<file path="config.mk">
export PLATFORM = sky130hd
export DESIGN_NAME = nec_ir_decoder
export DESIGN_NICKNAME = d
export VERILOG_FILES = /design/src/rtl/ir_pkg.sv /design/src/rtl/ir_pulse_timer.sv /design/src/rtl/nec_ir_decoder.sv
export SDC_FILE = /design/constraint.sdc
export NUM_CORES = 1
export LEC_CHECK = 0
export BUFFER_PORTS_ARGS = -buffer_cell sky130_fd_sc_hd__buf_2
export CAP_MARGIN = 5
export CORE_UTILIZATION = 40
export CTS_CLUSTER_DIAMETER = 60
export DETAILED_ROUTE_END_ITERATION = 10
export PLACE_DENSITY = 0.6
export SYNTH_ARGS = -nofsm -noshare
export SYNTH_HDL_FRONTEND = slang
export SYNTH_HIERARCHICAL = 1
export SYNTH_SLANG_ARGS = --single-unit
</file>
<file path="constraint.sdc">
create_clock -name clk -period 3.2 [get_ports clk]
set_clock_uncertainty 0.2 [all_clocks]
set_input_delay 0.32 -clock clk [delete_from_list [all_inputs] [get_ports clk]]
set_output_delay 0.32 -clock clk [all_outputs]
set_load 0.02 [all_outputs]
</file>
<file path="src/rtl/ir_pkg.sv">
// Shared types, widths and NEC pulse-width windows (all in microseconds)
// for the IR decoder and its pulse timer.
package ir_pkg;
  localparam int BIT_CNT_W = 6;
  localparam int WIDTH_W   = 14;

  typedef logic [WIDTH_W-1:0] us_t;

  localparam us_t WIDTH_SAT   = '1;
  localparam us_t LEAD_LO_MIN = 14'd8000;
  localparam us_t LEAD_LO_MAX = 14'd10000;
  localparam us_t LEAD_HI_MIN = 14'd4000;
  localparam us_t LEAD_HI_MAX = 14'd5000;
  localparam us_t REP_HI_MIN  = 14'd2000;
  localparam us_t REP_HI_MAX  = 14'd2500;
  localparam us_t BIT_LO_MIN  = 14'd400;
  localparam us_t BIT_LO_MAX  = 14'd700;
  localparam us_t ZERO_MIN    = 14'd400;
  localparam us_t ZERO_MAX    = 14'd700;
  localparam us_t ONE_MIN     = 14'd1400;
  localparam us_t ONE_MAX     = 14'd1900;

  typedef enum logic [2:0] {
    IDLE, LEAD_LO, LEAD_HI, BIT_LO, BIT_HI, STOP_LO, REP_LO
  } ir_state_t;

  // Inclusive window test.
  function automatic logic in_win(input us_t w, input us_t lo, input us_t hi);
    return (w >= lo) && (w <= hi);
  endfunction
endpackage

</file>
<file path="src/rtl/ir_pulse_timer.sv">
// Synchronizes the raw IR input, detects edges and measures the time in
// microseconds since the previous edge (saturating).
import ir_pkg::*;

module ir_pulse_timer #(
  parameter int CLKS_PER_US = 50
) (
  input  logic clk,
  input  logic rst,
  input  logic ir_rx,
  output logic rise,
  output logic fall,
  output logic tick_us,
  output us_t  width_us
);
  localparam int PW = (CLKS_PER_US > 1) ? $clog2(CLKS_PER_US) : 1;
  localparam logic [PW-1:0] PRE_MAX = PW'(CLKS_PER_US - 1);

  logic [2:0]    sync;
  logic [PW-1:0] pre;

  assign tick_us = (pre == PRE_MAX);

  // Synchronizer resets to the idle-high level so reset never fakes a burst.
  always_ff @(posedge clk) begin
    if (rst) begin
      sync     <= 3'b111;
      rise     <= 1'b0;
      fall     <= 1'b0;
      pre      <= '0;
      width_us <= '0;
    end else begin
      sync <= {sync[1:0], ir_rx};
      rise <= sync[1] & ~sync[2];
      fall <= ~sync[1] & sync[2];
      pre  <= tick_us ? '0 : pre + 1'b1;
      // Cleared one cycle after the edge strobe so the consumer sees the
      // finished interval alongside rise/fall.
      if (rise || fall)
        width_us <= '0;
      else if (tick_us && width_us != WIDTH_SAT)
        width_us <= width_us + 1'b1;
    end
  end
endmodule

</file>
<file path="src/rtl/nec_ir_decoder.sv">
// NEC IR frame decoder: leader/bit/stop FSM, 32-bit shift register,
// inverse checks, repeat handling and the ir_ready hold timer.
import ir_pkg::*;

module nec_ir_decoder #(
  parameter int CLKS_PER_US    = 50,
  parameter int READY_MS       = 1100,
  parameter int CHECK_ADDR_INV = 1
) (
  input  logic        clk,
  input  logic        rst,
  input  logic        ir_rx,
  output logic [31:0] ir_data,
  output logic        ir_ready,
  output logic        ir_valid,
  output logic        ir_repeat,
  output logic        ir_err
);
  localparam int HW = $clog2(READY_MS + 1);
  localparam logic [HW-1:0] HOLD_LOAD = HW'(READY_MS);

  logic rise, fall, tick_us;
  us_t  width_us;

  ir_pulse_timer #(.CLKS_PER_US(CLKS_PER_US)) u_timer (
    .clk      (clk),
    .rst      (rst),
    .ir_rx    (ir_rx),
    .rise     (rise),
    .fall     (fall),
    .tick_us  (tick_us),
    .width_us (width_us)
  );

  ir_state_t             state;
  logic [BIT_CNT_W-1:0]  bit_cnt;
  logic [31:0]           shreg;
  logic                  seen;
  logic [HW-1:0]         hold;
  logic [9:0]            ms_cnt;

  logic sat, lo_ok, zero_ok, one_ok, lead_frame, lead_rep;
  logic cmd_ok, addr_ok, frame_ok, rep_ok, chk_fail, abort;

  always_comb begin
    sat        = (width_us == WIDTH_SAT);
    lo_ok      = in_win(width_us, BIT_LO_MIN, BIT_LO_MAX);
    zero_ok    = in_win(width_us, ZERO_MIN, ZERO_MAX);
    one_ok     = in_win(width_us, ONE_MIN, ONE_MAX);
    lead_frame = in_win(width_us, LEAD_HI_MIN, LEAD_HI_MAX);
    lead_rep   = in_win(width_us, REP_HI_MIN, REP_HI_MAX);
    cmd_ok     = ((shreg[23:16] ^ shreg[31:24]) == 8'hFF);
    addr_ok    = (CHECK_ADDR_INV == 0) || ((shreg[7:0] ^ shreg[15:8]) == 8'hFF);
    frame_ok   = (state == STOP_LO) && rise && lo_ok && cmd_ok && addr_ok;
    chk_fail   = (state == STOP_LO) && rise && lo_ok && !(cmd_ok && addr_ok);
    rep_ok     = (state == REP_LO) && rise && lo_ok && seen;
    // Window failures past the leader-low phase; saturation counts as one.
    abort = 1'b0;
    case (state)
      LEAD_HI: abort = sat || (fall && !lead_frame && !lead_rep);
      BIT_HI:  abort = sat || (fall && !zero_ok && !one_ok);
      BIT_LO, STOP_LO, REP_LO: abort = sat || (rise && !lo_ok);
      default: abort = 1'b0;
    endcase
  end

  always_ff @(posedge clk) begin
    if (rst) begin
      state     <= IDLE;
      bit_cnt   <= '0;
      shreg     <= '0;
      seen      <= 1'b0;
      ir_data   <= '0;
      ir_valid  <= 1'b0;
      ir_repeat <= 1'b0;
      ir_err    <= 1'b0;
    end else begin
      ir_valid  <= frame_ok;
      ir_repeat <= rep_ok;
      ir_err    <= abort | chk_fail;
      if (frame_ok) begin
        ir_data <= shreg;
        seen    <= 1'b1;
      end
      if (abort) begin
        state <= IDLE;
      end else begin
        case (state)
          IDLE:    if (fall) state <= LEAD_LO;
          LEAD_LO: begin
            if (sat)
              state <= IDLE;
            else if (rise)
              state <= in_win(width_us, LEAD_LO_MIN, LEAD_LO_MAX) ? LEAD_HI : IDLE;
          end
          LEAD_HI: begin
            if (fall && lead_frame) begin
              state   <= BIT_LO;
              bit_cnt <= '0;
            end else if (fall) begin
              state <= REP_LO;
            end
          end
          BIT_LO:  if (rise) state <= BIT_HI;
          BIT_HI: begin
            if (fall) begin
              shreg[bit_cnt[4:0]] <= one_ok;
              bit_cnt <= bit_cnt + 1'b1;
              state   <= (bit_cnt == BIT_CNT_W'(31)) ? STOP_LO : BIT_LO;
            end
          end
          STOP_LO, REP_LO: if (rise) state <= IDLE;
          default: state <= IDLE;
        endcase
      end
    end
  end

  // Hold timer restarts its ms phase on load so the deadline is load + READY_MS.
  always_ff @(posedge clk) begin
    if (rst) begin
      hold   <= '0;
      ms_cnt <= '0;
    end else if (frame_ok || rep_ok) begin
      hold   <= HOLD_LOAD;
      ms_cnt <= '0;
    end else if (tick_us) begin
      if (ms_cnt == 10'd999) begin
        ms_cnt <= '0;
        if (hold != '0) hold <= hold - 1'b1;
      end else begin
        ms_cnt <= ms_cnt + 1'b1;
      end
    end
  end

  assign ir_ready = (hold != '0);
endmodule

</file>
==> results of run 1 <==
-- layer usage --
layer	track usage [%]	vias to the layer above	wire, um
met4	8.43	0	281
met5	0	-	0
li1	-	2653	-
met3	5.06	21	501
met2	31.6	109	6860
met1	22.8	2461	6520
-- how the worst max path moves through the flow --
stage,endpoint,slack [ns],cells past startpoint
final,hold[9],0.37,10
after floorplan,hold[9],0.25,13
after detailed placement,hold[9],0.37,10
after CTS,hold[9],0.35,10
after global routing,ir_data[19],0.15,7
after global placement,ir_data[29],0.47,7
-- placed cells by master, fill, tap and decap left out, types with 4 or more instances in the layout --
master and n:
buf_2 38, inv_1 14, nor4_1 11, clkbuf_16 17
dfxtp_1 123, nand2_1 59, nor4b_1 4, or2_2 4
o22ai_1 4, nor3_1 23, or3_1 9, nand3_1 31
o21ai_1 4, bufinv_16 6, or4_1 9, and2_1 4
nand2b_1 12, o31ai_1 7, buf_4 13, o211ai_1 5
xnor2_1 26, nor2_1 69, xor2_1 10, and3_1 23
a211oi_1 5, nor2b_1 5, nor3b_1 5, clkinv_4 4
mux2i_1 54, a21oi_1 19, nand4_1 34, o21ai_0 22
ha_1 10
-- kinds of logic (layout without fill, tap and decap cells) --
family	Yosys count	in the layout	synth area share, %
compound gates	105	105	11.7
xor+xnor	36	36	5.08
fa+ha+maj	10	10	2.02
buf+inv	62	99	4.34
flops	123	123	39.7
mux	54	54	8.71
simple gates	326	326	28.5
-- critical path: cells and delay by family, from the launching register on --
kind / cells / cell delay, ns
and+or+nand+nor: 7 / 1.72
DFF: 1 / 0.38
adders and majority gates: 1 / 0.18
AOI/OAI and AO/OA: 1 / 0.15
buffers and inverters: 1 / 0.13
-- stage by stage --
stage,instance area [um^2],setup slack (ns)
after global placement,6540,0.473
after global routing,7240,0.151
after floorplan,6200,0.246
final,7240,0.369
after detailed placement,6540,0.373
after CTS,7240,0.355
-- what timing repair did --
item,4_1_cts,5_1_grt
hold endpoints to repair,1,0
hold buffers,1,0
buffers inserted,0,0
gates resized for setup,0,0
-- flip-flops by register name, summed over array words and instances, names as in the netlist --
name,flops
ir_data,32
shreg,32
u_timer/width_us,14
hold,11
ms_cnt,10
bit_cnt,6
u_timer/pre,6
state,3
u_timer/sync,3
ir_err,1
ir_repeat,1
ir_valid,1
seen,1
u_timer/fall,1
u_timer/rise,1
-- layout make-up --
class	count	area, um^2	area share [%]
Multi-Input combinational cell	531	3480	48.1
Clock buffer	19	453	6.25
Tap cell	188	235	3.25
Sequential cell	123	2460	34.0
Inverter	14	52.6	0.726
Timing Repair Buffer	53	318	4.39
Clock inverter	13	238	3.28
-- power by group --
part,internal [W],switching (W),total [W]
clock network,0.00151,0.000722,0.00223
registers,0.00154,0.00000860,0.00155
logic,0.0000174,0.0000415,0.0000589
total,0.00306,0.000772,0.00384
==> flow_metrics.env, run 1 <==
export IMPL_cp_max_fo=16
export IMPL_dieArea_mm2=0.0160
export IMPL_cts_tree="built"
export IMPL_firstDrtPassIters=7
export IMPL_worstMarginPinSlew_ns=0.732
export IMPL_timing_rr_end="hold[9]"
export IMPL_synth_area_top_cells="dfxtp_1 40%, mux2i_1 8.7%, nor2_1 4.2%, xnor2_1 3.7%, nand2_1 3.6%"
export IMPL_holdCritStartpoint="rst"
export IMPL_r2r_slack_ns=0.37
export IMPL_grt_pass1_wl_um=24200
export IMPL_synth_cell_type_count=71
export IMPL_ir_worst_vdd_uv=404
export IMPL_die_h_um=127
export IMPL_core_area_mm2=0.0151
export IMPL_cts_root_buf="clkbuf_16"
export IMPL_row_count=45
export IMPL_via_count=5244
export IMPL_grt_pass1_vias=5008
export IMPL_cts_sinks=123
export IMPL_drive_gt1_share_pct=13.5
export IMPL_dr_first_iter_drc_count=410
export IMPL_min_path_type="in -> reg"
export IMPL_r2r_cells=10
export IMPL_powerDensity_mw_per_mm2=530
export IMPL_async_flop_share_pct=0
export IMPL_min_path_cells=2
export IMPL_synth_common_cells="123 x dfxtp_1, 69 x nor2_1, 59 x nand2_1"
export IMPL_ant_nets=0
export IMPL_post_drt_via_cell_ratio=5.57
export IMPL_instances_no_fill=941
export IMPL_dpl_cell_count=908
export IMPL_wl_per_cell_um=15.1
export IMPL_port_buffer_count=38
export IMPL_rsz0062_at_grt="false"
export IMPL_cp_arrival_ns=2.98
export IMPL_yosysTopAreaCellShare_pct=39.7
export IMPL_gp_congestion=0.805
export IMPL_yosysTopAreaCell="dfxtp_1"
export IMPL_synth_area_mm2=0.00620
export IMPL_power_w=0.00384
export IMPL_wirelength_um=14200
export IMPL_maxCapViolCount=0
export IMPL_nNetsFinal=753
export IMPL_antenna_cells=0
export IMPL_run_status="finished clean"
export IMPL_relSlewSlack_pct=50.5
export IMPL_crit_chain="ha_1 > nand4b_1 > nand2b_2 > inv_1 > nand3_1 > nor4_4 > and2_1 > nand2_1 > or4_1 > a21oi_1"
export IMPL_hold_viol=0
export IMPL_crit_path_max_incr_delay_ns=0.41
export IMPL_worstPathRequired_ns=3.35
export IMPL_post_route_min_period_ns=2.83
export IMPL_yosysMostFrequentCell="dfxtp_1"
export IMPL_fmaxAchievable_mhz=353
export IMPL_whs_ns=0.0801
export IMPL_cts_clk_slew_worst_paths_ns=0.06
export IMPL_antenna_found_initial=0
export IMPL_rr_startpoint="u_timer/pre[0]"
export IMPL_grtUsageTotal_pct=18.9
export IMPL_overflow=0
export IMPL_io_pins=39
export IMPL_drc=0
export IMPL_slew_violations=0
export IMPL_grt_start_max_net_pins=48
export IMPL_end_kind="register"
export IMPL_clockBufferDepth=2
export IMPL_syn2layout_area_growth_pct=16.8
export IMPL_avgSynthCellArea_um2=8.66
export IMPL_numCtsBuffers=17
export IMPL_ctsHtreeMaxLevel=4
export IMPL_yosysWarnings=6
export IMPL_die_w_um=127
export IMPL_path_class="reg -> reg"
export IMPL_final_core_util_pct=47.8
export IMPL_yosysSeqAreaShare_pct=39.7
export IMPL_leakagePower_nw=2.71
export IMPL_setup_tns_ns=0
export IMPL_setup_viol=0
export IMPL_fillers=1420
export IMPL_whs_endpoint="u_timer/rise"
export IMPL_startpoint_type="register"
export IMPL_crit_start="u_timer/pre[0]"
export IMPL_ys_ff_latch=123
export IMPL_worst_skew_pair_late_latency_ns=0.42
export IMPL_slowest_stage="or4_1"
export IMPL_synth_edf_count=0
export IMPL_start_util_pct=41.0
export IMPL_synthCells=716
export IMPL_syn_nets=729
export IMPL_dp_hpwl_um=9530
export IMPL_synthFlopType="dfxtp_1"
export IMPL_period_share_pct=88.5
(Power assumes the default switching activity.)
==> run 2: changes to the inputs <==
- CTS_BUF_LIST: not set -> sky130_fd_sc_hd__clkbuf_16
==> flow_metrics.env, run 2 (synthesis gave the netlist of run 1 again) <==
export IMPL_run_status="finished clean"
export IMPL_wirelength_um=14200
export IMPL_row_count=45
export IMPL_cts_tree="built"
export IMPL_via_count=5266
export IMPL_end_kind="register"
export IMPL_rsz0062_at_grt="false"
export IMPL_dieArea_mm2=0.0160
export IMPL_post_cts_buffers=0
export IMPL_relSlewSlack_pct=50.0
export IMPL_cp_max_fo=16
export IMPL_grt_start_max_net_pins=48
export IMPL_cp_arrival_ns=2.98
export IMPL_min_path_type="in -> reg"
export IMPL_grtUsageTotal_pct=19.0
export IMPL_path_class="reg -> reg"
export IMPL_core_area_mm2=0.0151
export IMPL_fillers=1422
export IMPL_hold_buffers=1
export IMPL_antenna_cells=0
export IMPL_ir_worst_vdd_uv=404
export IMPL_setup_viol=0
export IMPL_dp_hpwl_um=9530
export IMPL_fmaxAchievable_mhz=353
export IMPL_slew_violations=0
export IMPL_setup_tns_ns=0
export IMPL_place_ws_ns=0.373
export IMPL_gp_congestion=0.805
export IMPL_clockBufferDepth=2
export IMPL_dpl_cell_count=908
export IMPL_overflow=0
export IMPL_start_util_pct=41.0
export IMPL_worst_skew_pair_late_latency_ns=0.43
export IMPL_ant_nets=0
export IMPL_dr_first_iter_drc_count=432
export IMPL_hold_viol=0
export IMPL_io_pins=39
export IMPL_power_w=0.00379
export IMPL_cts_root_buf="clkbuf_16"
export IMPL_leakagePower_nw=2.70
export IMPL_cts_sinks=123
export IMPL_final_cell_mix="123 x dfxtp_1, 69 x nor2_1, 59 x nand2_1, 54 x mux2i_1, 38 x buf_2"
export IMPL_drive_gt1_share_pct=13.3
export IMPL_port_buffer_count=38
export IMPL_wl_per_cell_um=15.1
export IMPL_post_route_min_period_ns=2.84
export IMPL_fin_ws_ns=0.364
export IMPL_post_cts_resize_count=0
export IMPL_syn2layout_area_growth_pct=16.4
export IMPL_instances_no_fill=941
export IMPL_worstMarginPinSlew_ns=0.740
export IMPL_drc=0
export IMPL_numCtsBuffers=17
export IMPL_maxCapViolCount=0
export IMPL_nNetsFinal=753
export IMPL_firstDrtPassIters=5
export IMPL_ctsHtreeMaxLevel=4
export IMPL_period_share_pct=88.6
export IMPL_top_regs="ir_data: 32 flops, shreg: 32 flops, u_timer/width_us: 14 flops"
export IMPL_final_common_cell="dfxtp_1"
export IMPL_cts_clk_slew_worst_paths_ns=0.06
export IMPL_grt_pass1_wl_um=24200
export IMPL_grt_pass1_vias=5018
export IMPL_antenna_found_initial=0
export IMPL_die_h_um=127
export IMPL_startpoint_type="register"
export IMPL_powerDensity_mw_per_mm2=524
export IMPL_post_drt_via_cell_ratio=5.60
export IMPL_worstPathRequired_ns=3.35
export IMPL_die_w_um=127
## run 2: cell count changes in the layout (fill, tap and decap cells not counted)
cell	before	now
clkinv_1	0	2
clkbuf_8	2	0
## run 2: layout make-up
| class | count | area, um^2 | area share (%) |
|---|---|---|---|
| multi-input cells | 531 | 3480 | 48.2 |
| flip-flops and latches | 123 | 2460 | 34.1 |
| inverters | 14 | 52.6 | 0.728 |
| clock inverters | 15 | 245 | 3.40 |
| clock buffers | 17 | 425 | 5.89 |
| repair buffers | 53 | 318 | 4.40 |
| well taps | 188 | 235 | 3.26 |
## run 2: power by group
group           total, W  switching [W]  internal (W)
Clock            0.00218       0.000721       0.00146
Combinational  0.0000591      0.0000417     0.0000174
Sequential       0.00155     0.00000842       0.00154
## run 2: final timing paths
check	start	end	slack, ns	cells after the start
min reg2reg	u_timer/sync[2]	u_timer/rise	0.21	1
min	rst	u_timer/rise	0.08	2
max	u_timer/pre[0]	hold[9]	0.36	10
max reg2reg	u_timer/pre[0]	hold[9]	0.36	10
## run 2: layer usage
metal | global-route usage (%) | share of wire, %
met1 | 22.9 | 46
met4 | 8.43 | 2.1
met5 | 0 | 0
met2 | 31.7 | 48
met3 | 5.06 | 4.0
## run 2: metrics by stage
| step | instance area (um^2) | hold slack, ns | utilization [%] |
|---|---|---|---|
| after floorplan | 6200 | 0.189 | - |
| after global placement | 6540 | 0.206 | 43.2 |
| after detailed placement | 6540 | 0.211 | 43.2 |
| after CTS | 7220 | 0.0694 | 47.7 |
| after global routing | 7220 | 0.0999 | 47.7 |
| final | 7220 | 0.0792 | 47.7 |
## run 2: worst max-delay path, stage by stage (launching register included)
cell and delay [ns]:
dfxtp_1 0.38, ha_1 0.18, nand4b_1 0.10, nand2b_2 0.32, inv_1 0.13, nand3_1 0.16
nor4_4 0.25, and2_1 0.33, nand2_1 0.15, or4_1 0.41, a21oi_1 0.15
==> run 3: changes to the inputs <==
- ABC_AREA: not set -> 1
- PLACE_DENSITY: 0.6 -> 0.59
==> flow_metrics.env, run 3 <==
export IMPL_synth_common_cells="195 x nand2_1, 152 x nor2_1, 135 x inv_1"
export IMPL_synthCells=1019
export IMPL_powerDensity_mw_per_mm2=470
export IMPL_top_regs="ir_data: 32 flops, shreg: 32 flops, u_timer/width_us: 14 flops"
export IMPL_ir_worst_vdd_uv=386
export IMPL_rsz0062_at_grt="false"
export IMPL_yosysWarnings=6
export IMPL_run_status="finished clean"
export IMPL_nNetsFinal=1060
export IMPL_crit_path_max_incr_delay_ns=0.62
export IMPL_p_int_w=0.00295
export IMPL_yosysMostFrequentCell="nand2_1"
export IMPL_place_ws_ns=0.635
export IMPL_drc=0
export IMPL_slew_violations=0
export IMPL_r2r_slack_ns=0.55
export IMPL_grt_pass1_vias=5902
export IMPL_end_kind="register"
export IMPL_async_flop_share_pct=0
export IMPL_timing_rr_end="shreg[23]"
export IMPL_synth_edf_count=0
export IMPL_post_cts_resize_count=0
export IMPL_start_util_pct=40.8
export IMPL_cts_tree="built"
export IMPL_power_switching_w=0.000795
export IMPL_period_share_pct=82.9
export IMPL_whs_ns=0.0903
export IMPL_antenna_cells=0
export IMPL_path_class="reg -> reg"
export IMPL_port_buffer_count=38
export IMPL_startpoint_type="register"
export IMPL_synthFlopType="dfxtp_1"
export IMPL_switching_share_pct=21.2
export IMPL_setup_tns_ns=0
export IMPL_gp_congestion=0.854
export IMPL_relSlewSlack_pct=46.2
export IMPL_grt_start_max_net_pins=68
export IMPL_min_path_cells=2
export IMPL_yosysTopAreaCellShare_pct=35.1
export IMPL_min_path_type="in -> reg"
export IMPL_cp_arrival_ns=2.77
export IMPL_antenna_found_initial=0
export IMPL_fmaxAchievable_mhz=377
export IMPL_cts_clk_slew_worst_paths_ns=0.06
export IMPL_final_core_util_pct=46.3
export IMPL_io_pins=39
export IMPL_r2r_cells=16
export IMPL_via_count=6365
export IMPL_cts_root_buf="clkbuf_16"
export IMPL_synth_area_mm2=0.00701
export IMPL_ant_nets=0
export IMPL_syn2layout_area_growth_pct=13.6
export IMPL_grtUsageTotal_pct=19.3
export IMPL_firstDrtPassIters=5
export IMPL_wirelength_um=16200
export IMPL_rr_startpoint="u_timer/width_us[6]"
export IMPL_whs_endpoint="u_timer/fall"
export IMPL_worstPathRequired_ns=3.32
export IMPL_numCtsBuffers=17
export IMPL_core_area_mm2=0.0172
export IMPL_final_common_cell="nand2_1"
export IMPL_die_w_um=134
export IMPL_ys_ff_latch=123
export IMPL_overflow=0
export IMPL_grt_pass1_wl_um=27800
export IMPL_syn_nets=1032
export IMPL_wl_per_cell_um=12.7
export IMPL_clockBufferDepth=2
export IMPL_cts_sinks=123
export IMPL_slowest_stage="dfxtp_1"
export IMPL_maxCapViolCount=0
export IMPL_post_route_min_period_ns=2.65
export IMPL_post_drt_via_cell_ratio=4.96
export IMPL_worst_skew_pair_late_latency_ns=0.42
export IMPL_worstMarginPinSlew_ns=0.807
export IMPL_crit_chain="nand2_1 > inv_1 > nand2_1 > nand2_1 > nand2_1 > nand2_1 > nand2_1 > nand2_1 > nand3_1 > nand3_4 > nand2_8 > buf_4 > nand3_2 > nand2_1 > inv_1 > nor2_1"
export IMPL_pwr_share_clk_pct=56.5
export IMPL_crit_path_frequent_cell="nand2_1"
export IMPL_ctsHtreeMaxLevel=4
export IMPL_hold_viol=0
export IMPL_dr_first_iter_drc_count=497
export IMPL_power_frac_seq_pct=41.4
export IMPL_power_w=0.00374
export IMPL_row_count=48
export IMPL_synth_cell_type_count=44
export IMPL_synth_area_top_cells="dfxtp_1 35%, nand2_1 10%, nor2_1 8.1%, inv_1 7.2%, nand3_2 5.0%"
export IMPL_yosysTopAreaCell="dfxtp_1"
export IMPL_drive_gt1_share_pct=14.4
export IMPL_cp_max_fo=67
export IMPL_avgSynthCellArea_um2=6.88
export IMPL_yosysSeqAreaShare_pct=35.1
export IMPL_leakagePower_nw=3.30
export IMPL_die_h_um=134
export IMPL_dieArea_mm2=0.0181
export IMPL_fin_ws_ns=0.548
export IMPL_p_comb_share_pct=2.2
export IMPL_dp_hpwl_um=11300
export IMPL_holdCritStartpoint="rst"
export IMPL_setup_viol=0
export IMPL_final_cell_mix="195 x nand2_1, 151 x nor2_1, 135 x inv_1, 123 x dfxtp_1, 69 x a21oi_1"
[run 3: changes by cell type after synthesis, moves of 20 or more]
cell      before  now
a21oi_1       19   69
and3_1        23    2
clkbuf_1      30   10
inv_1         14  135
mux2i_1       54    0
nand2_1       59  195
nand3_1       31   55
nand3_2        0   35
nor2_1        69  152
[run 3: area by class of cell]
| cell class | count | area (um^2) |
|---|---|---|
| clock buffers | 17 | 425 |
| well taps | 225 | 282 |
| repair buffers | 47 | 273 |
| multi-input cells | 716 | 3760 |
| fillers | 1802 | 9220 |
| flip-flops and latches | 123 | 2460 |
| clock inverters | 14 | 220 |
| inverters | 142 | 533 |
[run 3: per-layer routing]
layer	track usage [%]	share of wire, %
met5	0	0
met4	7.12	1.6
met3	4.20	2.9
met2	32.3	48
met1	24.2	48
[run 3: power by group through the flow]
stage               combinational (W)  clock, W  sequential [W]
finish                      0.0000811   0.00211         0.00155
global route                0.0000964   0.00222         0.00155
CTS                         0.0000830   0.00215         0.00155
detailed placement          0.0000819         0         0.00158
global placement            0.0000817         0         0.00158
floorplan                   0.0000647         0         0.00158
[run 3: critical path: cells and delay by family, from the launching register on]
family        cells  cell delay (ns)
buf+inv           3             0.46
flops             1             0.62
simple gates     13             1.23
[run 3: through the flow]
| step | std cells | area [um^2] |
|---|---|---|
| after floorplan | 1019 | 7010 |
| final | 1284 | 7960 |
| after global placement | 1252 | 7300 |
| after global routing | 1284 | 7960 |
| after CTS | 1284 | 7960 |
| after detailed placement | 1252 | 7300 |
[run 3: repair_timing]
item                                    in CTS  in global routing
setup buffers                                0                  0
hold buffers                                 1                  0
endpoints found under the setup margin       0                  0
hold endpoints to repair                     1                  0
[run 3: how the worst max path moves through the flow]
| stage | from | endpoint | slack (ns) | cells after the start |
|---|---|---|---|---|
| final | u_timer/width_us[6] | shreg[23] | 0.55 | 16 |
| after global routing | u_timer/width_us[6] | bit_cnt[5] | 0.33 | 14 |
| after CTS | u_timer/width_us[6] | shreg[23] | 0.59 | 11 |
| after detailed placement | u_timer/width_us[6] | bit_cnt[1] | 0.63 | 15 |
| after global placement | u_timer/width_us[12] | bit_cnt[5] | 0.64 | 12 |
| after floorplan | u_timer/pre[0] | hold[6] | 0.87 | 12 |
[run 3: cell families after synthesis]
kind of cell | synth area share (%)
flip-flops | 35.1
buffers and inverters | 11.3
AND/OR/NAND/NOR | 38.6
adder cells (fa/ha/maj) | 1.79
XOR/XNOR | 3.62
AO/OA/AOI/OAI | 9.61
